$ cat src/rtl/serial_magnitude_comparator.sv
// ============================================================================
// Module   : serial_magnitude_comparator
// Brief    : Bit-serial MSB-first magnitude comparator with one-hot eq/gt/lt.
//            Define SERIAL_CMP_SIGNED_EN for two's complement operands.
// Revision : 1.0 - initial release
// ============================================================================
`default_nettype none

module serial_magnitude_comparator #(
    parameter int WIDTH      = 8,
    parameter int EARLY_EXIT = 1
) (
    input  logic             clk,
    input  logic             rst_n,
    input  logic             start,
    input  logic [WIDTH-1:0] a,
    input  logic [WIDTH-1:0] b,
    output logic             busy,
    output logic             done,
    output logic             eq,
    output logic             gt,
    output logic             lt
);

    localparam int C_IDX_W = (WIDTH > 1) ? $clog2(WIDTH) : 1;

    typedef enum logic [0:0] {
        S_IDLE = 1'b0,
        S_RUN  = 1'b1
    } state_t;

    state_t             state_q, state_d;
    logic [WIDTH-1:0]   a_q, a_d;
    logic [WIDTH-1:0]   b_q, b_d;
    logic [C_IDX_W-1:0] idx_q, idx_d;
    logic               dec_vld_q, dec_vld_d;
    logic               dec_gt_q, dec_gt_d;
    logic               done_q, done_d;
    logic               eq_q, eq_d;
    logic               gt_q, gt_d;
    logic               lt_q, lt_d;

    logic               w_bit_a;
    logic               w_bit_b;
    logic               w_differ;
    logic               w_bit_gt;
    logic               w_finish;

    assign w_bit_a  = a_q[idx_q];
    assign w_bit_b  = b_q[idx_q];
    assign w_differ = w_bit_a ^ w_bit_b;

`ifdef SERIAL_CMP_SIGNED_EN
    localparam logic [C_IDX_W-1:0] C_IDX_MSB = C_IDX_W'(WIDTH - 1);
    // A set sign bit means negative, so the MSB decision is inverted.
    assign w_bit_gt = (idx_q == C_IDX_MSB) ? w_bit_b : w_bit_a;
`else
    assign w_bit_gt = w_bit_a;
`endif

    assign w_finish = ((EARLY_EXIT != 0) && w_differ) || (idx_q == '0);

    always_comb begin
        state_d   = state_q;
        a_d       = a_q;
        b_d       = b_q;
        idx_d     = idx_q;
        dec_vld_d = dec_vld_q;
        dec_gt_d  = dec_gt_q;
        done_d    = 1'b0;
        eq_d      = eq_q;
        gt_d      = gt_q;
        lt_d      = lt_q;
        case (state_q)
            S_IDLE: begin
                if (start) begin
                    state_d   = S_RUN;
                    a_d       = a;
                    b_d       = b;
                    idx_d     = C_IDX_W'(WIDTH - 1);
                    dec_vld_d = 1'b0;
                    dec_gt_d  = 1'b0;
                end
            end
            S_RUN: begin
                if (!dec_vld_q && w_differ) begin
                    dec_vld_d = 1'b1;
                    dec_gt_d  = w_bit_gt;
                end
                if (w_finish) begin
                    state_d = S_IDLE;
                    done_d  = 1'b1;
                    eq_d    = !dec_vld_d;
                    gt_d    = dec_vld_d && dec_gt_d;
                    lt_d    = dec_vld_d && !dec_gt_d;
                end else begin
                    idx_d = idx_q - C_IDX_W'(1);
                end
            end
            default: state_d = S_IDLE;
        endcase
    end

    always_ff @(posedge clk or negedge rst_n) begin
        if (!rst_n) begin
            state_q   <= S_IDLE;
            a_q       <= '0;
            b_q       <= '0;
            idx_q     <= '0;
            dec_vld_q <= 1'b0;
            dec_gt_q  <= 1'b0;
            done_q    <= 1'b0;
            eq_q      <= 1'b0;
            gt_q      <= 1'b0;
            lt_q      <= 1'b0;
        end else begin
            state_q   <= state_d;
            a_q       <= a_d;
            b_q       <= b_d;
            idx_q     <= idx_d;
            dec_vld_q <= dec_vld_d;
            dec_gt_q  <= dec_gt_d;
            done_q    <= done_d;
            eq_q      <= eq_d;
            gt_q      <= gt_d;
            lt_q      <= lt_d;
        end
    end

    assign busy = (state_q == S_RUN);
    assign done = done_q;
    assign eq   = eq_q;
    assign gt   = gt_q;
    assign lt   = lt_q;

endmodule

`default_nettype wire

$ cat config.mk
export PLATFORM = sky130hd
export DESIGN_NAME = serial_magnitude_comparator
export DESIGN_NICKNAME = d
export VERILOG_FILES = /design/src/rtl/serial_magnitude_comparator.sv
export SDC_FILE = /design/constraint.sdc
export NUM_CORES = 1
export LEC_CHECK = 0
export ABC_AREA = 1
export CORE_MARGIN = 3
export CORE_UTILIZATION = 46
export DETAILED_ROUTE_END_ITERATION = 10
export PLACE_DENSITY = 0.82
export SYNTH_ARGS = -nofsm -noshare
export SYNTH_HDL_FRONTEND = slang
export SYNTH_SLANG_ARGS = --single-unit
$ cat constraint.sdc
create_clock -name clk -period 1.2 [get_ports clk]
set_input_delay 0.24 -clock clk [delete_from_list [all_inputs] [get_ports clk]]
set_output_delay 0.24 -clock clk [all_outputs]
set_load 0.01 [all_outputs]
-- Word level (Yosys, flattened, before mapping)
Index checks and enable logic that the tools add are counted.
- $add $sub $neg: 1
- magnitude comparators: 1
- equality and inequality tests: 2
- multiplexer cells: 19
- bitwise operators: 2
- reductions and logical operators: 11
- operators with widths (kind ; number):
    $mux W1 ; 11
    $bmux W1 S3 ; 2
    $mux W3 ; 2
    $pmux W1 S2 ; 3
    $pmux W3 S2 ; 1
    $reduce_and A2 Y1 ; 3
    $lt A3 B4 Y1 const B ; 1
    $ne A2 B2 Y1 const B ; 2
    $logic_and A1 B1 Y1 ; 3
    $logic_not A1 Y1 ; 3
    $logic_not A3 Y1 ; 1
    $sub A3 B1 Y3 const B ; 1
    $logic_or A1 B1 Y1 ; 1
    $not A1 Y1 ; 1
    $xor A1 B1 Y1 ; 1
- register bits after elaboration: 26
- output and inout bits: 5
- logic and storage cells: 46

-- Logic depth before layout (Yosys ltp)
Gate-level depths: netlist of run 1.
- depth in word-level cells: 8
- mapped depth: 13
- gate-level depth less buffers: 13

-- Worst setup path after synthesis of run 1
OpenSTA, ideal clock, no wires.
- path type: register to register
- start: register idx_q[0]
- end: register gt_q (netlist: gt)
- setup time: 116 ps
- arrival: 1239 ps
- required time: 1084 ps
- setup slack: -155 ps
- stages on the path, launching flop included: 14
- path buffers: 1
- clock period less this slack: 1355 ps
- cells stage by stage: dfrtp_1 buf_6 nand2_1 nand3_2 nand2_1 nand2_1 nand2_2 nand2_4 nand2_4 nand2_4 nand2_4 inv_2 nand2_1 nand2_1
- cells in the longest elaborated chain, start to end: 7
- RTL lines (element ; line ; source):
    start: declaration ; 35 ; logic [C_IDX_W-1:0] idx_q, idx_d;
    start signal: assignment ; 120 ; idx_q <= idx_d;
    $bmux W1 S3 (on tied branches) ; 49, 50 ;
    $mux W1 (on tied branches) ; 49, 50 ;
    $xor A1 B1 Y1 ; 51 ; assign w_differ = w_bit_a ^ w_bit_b;
    $logic_and A1 B1 Y1 ; 86 ; if (!dec_vld_q && w_differ) begin
    $mux W1 ; 86 ;
    $mux W1 ; 74 ; case (state_q)
    $logic_and A1 B1 Y1 ; 94 ; gt_d = dec_vld_d && dec_gt_d;
    end signal: assignment ; 125 ; gt_q <= gt_d;
    end: declaration ; 40 ; logic gt_q, gt_d;
Parallel ways exist; a longest one is shown, timed or not. The select of a mux whose other input is x is not followed.
A chain may end at the register's enable or synchronous reset.

-- Final worst setup path of run 1
- start: register idx_q[0]
- end: register idx_q[2]
- cells in the longest elaborated chain, start to end: 6
- RTL lines (element ; line ; source):
    $bmux W1 S3 (on tied branches) ; 49, 50 ;
    $mux W1 (on tied branches) ; 49, 50 ;
    $xor A1 B1 Y1 ; 51 ;
    $logic_or A1 B1 Y1 ; 61 ; assign w_finish = ((EARLY_EXIT != 0) && w_differ) || (idx_q == '0);
    $ne A2 B2 Y1 (no line) ; -- ;
    $reduce_and A2 Y1 (no line) ; -- ;
Parallel ways exist; a longest one is shown, timed or not. The select of a mux whose other input is x is not followed.

==> summary.md, run 1 <==
| Metric | Value |
|---|---|
| Initial antenna violation count | `0` |
| Syn-to-layout area delta | `45.62%` |
| DR WL/cell | `13.61 um` |
| Final hold violation count | `0` |
| Latest clock arrival within the worst-skew pair | `0.32 ns` |
| Worst R2R Start | `idx_q[0]` |
| Reg clk slew, reported paths | `0.13 ns` |
| Worst vdd ir | `2054 uV` |
| Violated checks | `setup timing` |
| Post-Syn Instances | `170` |
| Mean Syn Cell Area | `7.905 sq um` |
| Worst EP required | `1.43 ns` |
| Die Ht | `60.05 um` |
| First-pass GRT wire length | `5478 um` |
| Tot GR Track Use | `20.21%` |
| CP Class | `reg -> reg` |
| Tmin final | `1.571 ns` |
| Largest net degree at the start of global routing | `36` |
| Library cells used by synthesis | `16` |
| Slew HR | `87.81%` |
| Ranking of synthesized cells by area | `dfrtp_1 48%, nand2_1 12%, a21oi_1 7.1%, nand3_1 5.6%, nor2_1 5.3%` |
| Crit Reg-Reg Endpoint | `idx_q[2]` |
| Clock tree buffer depth | `2` |
| Synth Register Bits | `26` |
| Pre-antenna DRT Iters | `4` |
| CTS tree | `built` |
| Reg2reg setup slack | `-0.37 ns` |
| Crit path DAT | `1.80 ns` |
| CTS root buf | `clkbuf_4` |
| Drt total wl | `3417 um` |
| Placed instance count | `244` |
| Initial Utilization | `51.00%` |
| R2R cell count | `11` |
| Num CTS Buffers | `3` |
| Port Buffers | `23` |
| ANT cells | `0` |
| Crit Path Max Fanout | `4` |
| Synth warn | `0` |
| Worst hold slack | `0.2520 ns` |
| Nets | `244` |
| Post-route ant nets | `0` |
| # DRC | `0` |
| Overall power | `5.559 mW` |
| Final RePlAce weighted congestion | `0.8089` |
| Via density per instance | `5.147` |
| Core area | `2635 sq um` |
| Row count | `18` |
| Lkg Pwr | `1.027 nW` |
| Seq/Total Area, Yosys | `48.42%` |
| Proportion of layout cells with a drive suffix above 1 | `38.01%` |
| Top cell type's share of synthesized area | `48.42%` |
| Slew @ Worst Pin | `0.1828 ns` |
| H-tree levels | `1` |
| Critical Path Start Type | `flop` |
| Status | `finished with violations` |
| Max Fclk | `0.6364 GHz` |
| DP HPWL | `2307 um` |
| Vias in the first global route | `1,367` |
| Worst min path class | `in -> async` |
| Iter 0 DRT Violations | `36` |
| Via Count | `1,292` |
| I/O pin count | `24` |
| Die area | `3606 sq um` |
| Post-synthesis cell area | `1344 sq um` |
| Tcrit/Tclk final | `130.9%` |
| Die X | `60.05 um` |
| Final setup fails | `10` |
| Leading area contributor after synthesis | `dfrtp_1` |
| Fin. max-slew vios | `0` |
| Remaining global-route overflow | `0` |
| End-of-flow core utilization | `74.26%` |
| CP Capture Type | `flop` |
| Clock Skew | `0.0008611 ns` |
| Post-Synthesis Net Count | `191` |
| Non-filler cells in the finished layout | `251` |
| Clk sinks | `26` |
| RSZ-0062 raised after global routing | `true` |
| Max Cap Viol | `0` |
| Final setup margin | `-0.3713 ns` |
| Pwr Density | `2841 nW/um^2` |
==> through the flow <==
stage                     worst slack (ns)  instance area, sq um  setup TNS (ns)
after floorplan                    -0.1414                  1346         -0.8860
after global placement             -0.2189                  1800          -2.474
after detailed placement           -0.2835                  1800          -3.789
after CTS                          -0.3046                  1883          -2.515
after global routing               -0.4636                  1957          -4.061
final                              -0.3713                  1957          -3.248
==> report_power, final <==
| group | switching (mW) | total [mW] | leakage, nW | internal [mW] |
|---|---|---|---|---|
| combinational | 2.13 | 3.70 | 0.716 | 1.56 |
| clock | 0.247 | 0.364 | 0.0138 | 0.118 |
| sequential | 0.198 | 1.50 | 0.297 | 1.30 |
==> cells in the final DEF (no fill, tap or decap), types with 6 or more instances in the layout <==
master / count
nand2_1: 32
nand3_1: 9
nand2_2: 14
nor2_2: 6
a21oi_1: 17
inv_1: 18
clkdlybuf4s50_1: 18
nand3_2: 8
inv_2: 6
dfrtp_1: 25
nand2_4: 8
buf_4: 22
nor2_1: 13
==> cells by family after synthesis <==
family | synth area share (%)
AOI/OAI and AO/OA | 8.566
adders and majority gates | 1.862
buffers and inverters | 8.658
DFF | 48.42
and+or+nand+nor | 32.50
==> worst max-delay path by stage <==
stage                     to  slack, ns  cells past startpoint      from
finish              idx_q[2]      -0.37                     11  idx_q[0]
global route              lt      -0.46                     10  idx_q[0]
CTS                       gt      -0.30                     13  idx_q[0]
global placement    idx_q[0]      -0.22                     12  idx_q[0]
floorplan                 gt      -0.14                     13  idx_q[0]
detailed placement        gt      -0.28                     13  idx_q[0]
==> cells in the mapped netlist <==
library cell	count
nand3_1	15
nand2_4	5
a21oi_1	19
inv_2	6
buf_6	1
nand2_2	5
dfrtp_1	26
o21ai_1	2
nand3_2	2
buf_2	3
inv_1	18
o21ai_0	2
nor2_1	19
nand3_4	1
ha_1	2
nand2_1	44
==> flip-flops by register name, summed over array words and instances, names as in the netlist <==
register	cells
a_q	8
b_q	8
busy	1
dec_gt_q	1
dec_vld_q	1
done	1
eq	1
gt	1
idx_q	3
lt	1
==> critical path, stage by stage, from the launching register on <==
cell,delay [ns]
dfrtp_2,0.46
clkinvlp_4,0.16
nand2_1,0.10
nand3_2,0.09
nand3_1,0.14
nand2_2,0.08
nand2_2,0.10
nand2_4,0.08
nand3_4,0.09
nand2_4,0.06
nand2_1,0.06
nand2_1,0.05
==> metal layers <==
| layer | GRT usage, % | part of all wire, % | up-vias |
|---|---|---|---|
| li1 | - | - | 632 |
| met1 | 21.99 | 41 | 615 |
| met2 | 36.88 | 53 | 35 |
| met3 | 6.048 | 4.4 | 10 |
| met4 | 6.646 | 2.0 | 0 |
| met5 | 0 | 0 | - |
==> area by class of cell <==
class | count | area [sq um]
tap | 30 | 37.54
sequential | 26 | 651.9
fill | 199 | 678.2
inverter | 24 | 90.09
multi-input combinational | 116 | 678.2
timing repair buffer | 51 | 469.2
clock buffer | 3 | 22.52
timing repair inverter | 1 | 7.507
==> repair_timing <==
action,4_1_cts,5_1_grt
setup endpoints to repair,15,31
buffers inserted,1,1
hold buffers,0,0
resized for setup,24,27
cloned,1,1
pin swaps,5,8
Note: power is estimated with default switching activity, not from simulation.
==> inputs of run 2 (changes only) <==
- clock period: 1.2 -> 1.4 ns (I/O delays scaled with it)
==> run 2 against run 1 <==
  * The run still ends with setup timing left
  * Setup slack improved by 0.24 ns
  * Largest cell class is now flip-flops and latches
  * Global-route usage fell by 2.6 points
  * Wire length fell by 17%
  * Cell count fell by 6.8%
  * Critical path type unchanged
  * Via count fell by 13%
  * Critical endpoint is now gt
  * Non-clock buffer count fell by 18
  * Combinational power fell by 28%
==> summary.md, run 2 (synthesis gave the netlist of run 1 again) <==
| Metric | Value |
|---|---|
| Final RePlAce weighted congestion | `0.8085 (was 0.8089)` |
| Final hold violation count | `0 (unchanged)` |
| Reg2reg setup slack | `-0.13 ns (was -0.37 ns)` |
| Violated checks | `setup timing (unchanged)` |
| Die X | `60.05 um (unchanged)` |
| Drt total wl | `2822 um (was 3417 um)` |
| R2R cell count | `13 (was 11)` |
| Remaining global-route overflow | `0 (unchanged)` |
| Multi-input logic area | `626.9 sq um (was 678.2 sq um)` |
| Most common cell after layout, fill and taps aside | `nand2_1 (unchanged)` |
| Die Ht | `60.05 um (unchanged)` |
| CP Class | `reg -> reg (unchanged)` |
| CP Capture Type | `flop (unchanged)` |
| Syn-to-layout area delta | `33.80% (was 45.62%)` |
| Iter 0 DRT Violations | `16 (was 36)` |
| Clock Skew | `0.01250 ns (was 0.0008611 ns)` |
| Initial Utilization | `51.00% (unchanged)` |
| CTS root buf | `clkbuf_4 (unchanged)` |
| Net Switching | `1.984 mW (was 2.579 mW)` |
| Reg clk slew, reported paths | `0.15 ns (was 0.13 ns)` |
| Setup tns final | `-0.7684 ns (was -3.248 ns)` |
| Core area | `2635 sq um (unchanged)` |
| Vias in the first global route | `1,153 (was 1,367)` |
| Pint | `2.462 mW (was 2.980 mW)` |
| Switching power share of the total | `44.63% (was 46.39%)` |
| RSZ-0062 raised after global routing | `true (unchanged)` |
| Crit path DAT | `1.75 ns (was 1.80 ns)` |
| First-pass GRT wire length | `4892 um (was 5478 um)` |
| Final setup margin | `-0.1313 ns (was -0.3713 ns)` |
| Via density per instance | `4.799 (was 5.147)` |
| Worst hold slack | `0.2933 ns (was 0.2520 ns)` |
| Max Fclk | `0.6530 GHz (was 0.6364 GHz)` |
| Proportion of layout cells with a drive suffix above 1 | `24.02% (was 38.01%)` |
| Seq pwr share | `28.7% (was 26.9%)` |
| Lkg Pwr | `0.9352 nW (was 1.027 nW)` |
| ANT cells | `0 (unchanged)` |
| Worst vdd ir | `1478 uV (was 2054 uV)` |
| H-tree levels | `1 (unchanged)` |
| CP startpoint | `idx_q[0] (unchanged)` |
| Comb pwr share | `59.8% (was 66.5%)` |
| Via Count | `1,123 (was 1,292)` |
| I/O pin count | `24 (unchanged)` |
| Row count | `18 (unchanged)` |
| DP HPWL | `2104 um (was 2307 um)` |
| Max Cap Viol | `0 (unchanged)` |
| Crit Path Max Fanout | `6 (was 4)` |
| Worst EP required | `1.62 ns (was 1.43 ns)` |
| Reg area | `651.9 sq um (unchanged)` |
| Part of the power in the clock network | `11.6% (was 6.6%)` |
| Pwr Density | `2473 nW/um^2 (was 2841 nW/um^2)` |
| Latest clock arrival within the worst-skew pair | `0.32 ns (about the same)` |
| CTS tree | `built (unchanged)` |
| Die area | `3606 sq um (unchanged)` |
| Slew HR | `78.08% (was 87.81%)` |
| Tot GR Track Use | `17.63% (was 20.21%)` |
| Pre-antenna DRT Iters | `4 (unchanged)` |
| Clk sinks | `26 (unchanged)` |
| Worst min path class | `in -> async (unchanged)` |
| Largest registers in the final layout | `a_q x8, b_q x8, idx_q x3 (unchanged)` |
| Status | `finished with violations (unchanged)` |
| Slew @ Worst Pin | `0.3289 ns (was 0.1828 ns)` |
| Num CTS Buffers | `3 (unchanged)` |
| Largest net degree at the start of global routing | `37 (was 36)` |
| Crit Reg-Reg Endpoint | `gt (was idx_q[2])` |
| Port Buffers | `23 (unchanged)` |
| Tmin final | `1.531 ns (was 1.571 ns)` |
| CP Capture Point | `gt (was idx_q[2])` |
| Post-route ant nets | `0 (unchanged)` |
| Tcrit/Tclk final | `109.4% (was 130.9%)` |
| Final setup fails | `10 (unchanged)` |
| Nets | `226 (was 244)` |
| Fin. max-slew vios | `0 (unchanged)` |
| Critical Path Start Type | `flop (unchanged)` |
| Initial antenna violation count | `0 (unchanged)` |
| DR WL/cell | `12.06 um (was 13.61 um)` |
| Clock tree buffer depth | `2 (unchanged)` |
| Most frequent cells in the layout | `37 x nand2_1, 25 x dfrtp_1, 19 x a21oi_1 (was 32 x nand2_1, 25 x dfrtp_1, 22 x buf_4)` |
| Fill cells | `227 (was 199)` |
| # DRC | `0 (unchanged)` |
| Worst R2R Start | `idx_q[0] (unchanged)` |
[run 2: power groups by stage]
stage / clock [mW] / sequential (mW) / combinational (mW)
6_report: 0.515 / 1.27 / 2.66
3_5_place_dp: 0 / 1.28 / 2.49
3_3_place_gp: 0 / 1.26 / 2.43
5_1_grt: 0.560 / 1.32 / 2.98
2_1_floorplan: 0 / 1.32 / 1.70
4_1_cts: 0.529 / 1.28 / 2.62
[run 2: worst max-delay path: stages, from the launching register on]
cell and delay, ns:
dfrtp_2 0.49, buf_6 0.15, nand2_1 0.07, nand3_2 0.08, nand2_1 0.06, nand2_1 0.05
nand2_2 0.10, nand2_4 0.06, nand2_4 0.09, nand2_4 0.05, nand2_4 0.08, inv_2 0.04
nand2_1 0.06, nand2_1 0.04
[run 2: area by class of cell]
cell class                 instances  share of cell area [%]
clock buffer                       3                   1.253
clock inverter                     1                   1.670
inverter                          24                   5.010
multi-input combinational        116                   34.86
sequential                        26                   36.26
tap                               30                   2.088
timing repair buffer              33                   18.44
timing repair inverter             1                  0.4175
[run 2: per-layer routing]
layer | vias up | wire length (um) | GRT usage (%)
met5 | - | 0 | 0
met2 | 15 | 1432 | 33.80
met1 | 510 | 1303 | 20.97
met3 | 2 | 71 | 2.160
met4 | 0 | 15 | 2.848
li1 | 596 | - | -
[run 2: what timing repair did]
item	CTS	global route
setup endpoints to repair	14	10
resized for setup	20	3
cloned	1	0
hold buffers	0	0
setup buffers	1	0
pin swaps	3	5
[run 2: worst min path at each step]
stage,cells past startpoint,end
4_1_cts,2,b_q[3]
3_3_place_gp,2,gt
6_report,2,b_q[3]
2_1_floorplan,0,a_q[0]
5_1_grt,2,b_q[3]
3_5_place_dp,2,gt
[run 2: through the flow]
stage	instance area, sq um	std cells	setup slack, ns	power, mW	utilization [%]
floorplan	1344	170	0.04498	3.024	-
global placement	1678	228	-0.03378	3.687	63.68
detailed placement	1678	228	-0.07646	3.771	63.68
CTS	1788	234	-0.1113	4.429	67.85
global route	1798	234	-0.2467	4.852	68.23
finish	1798	234	-0.1313	4.447	68.23
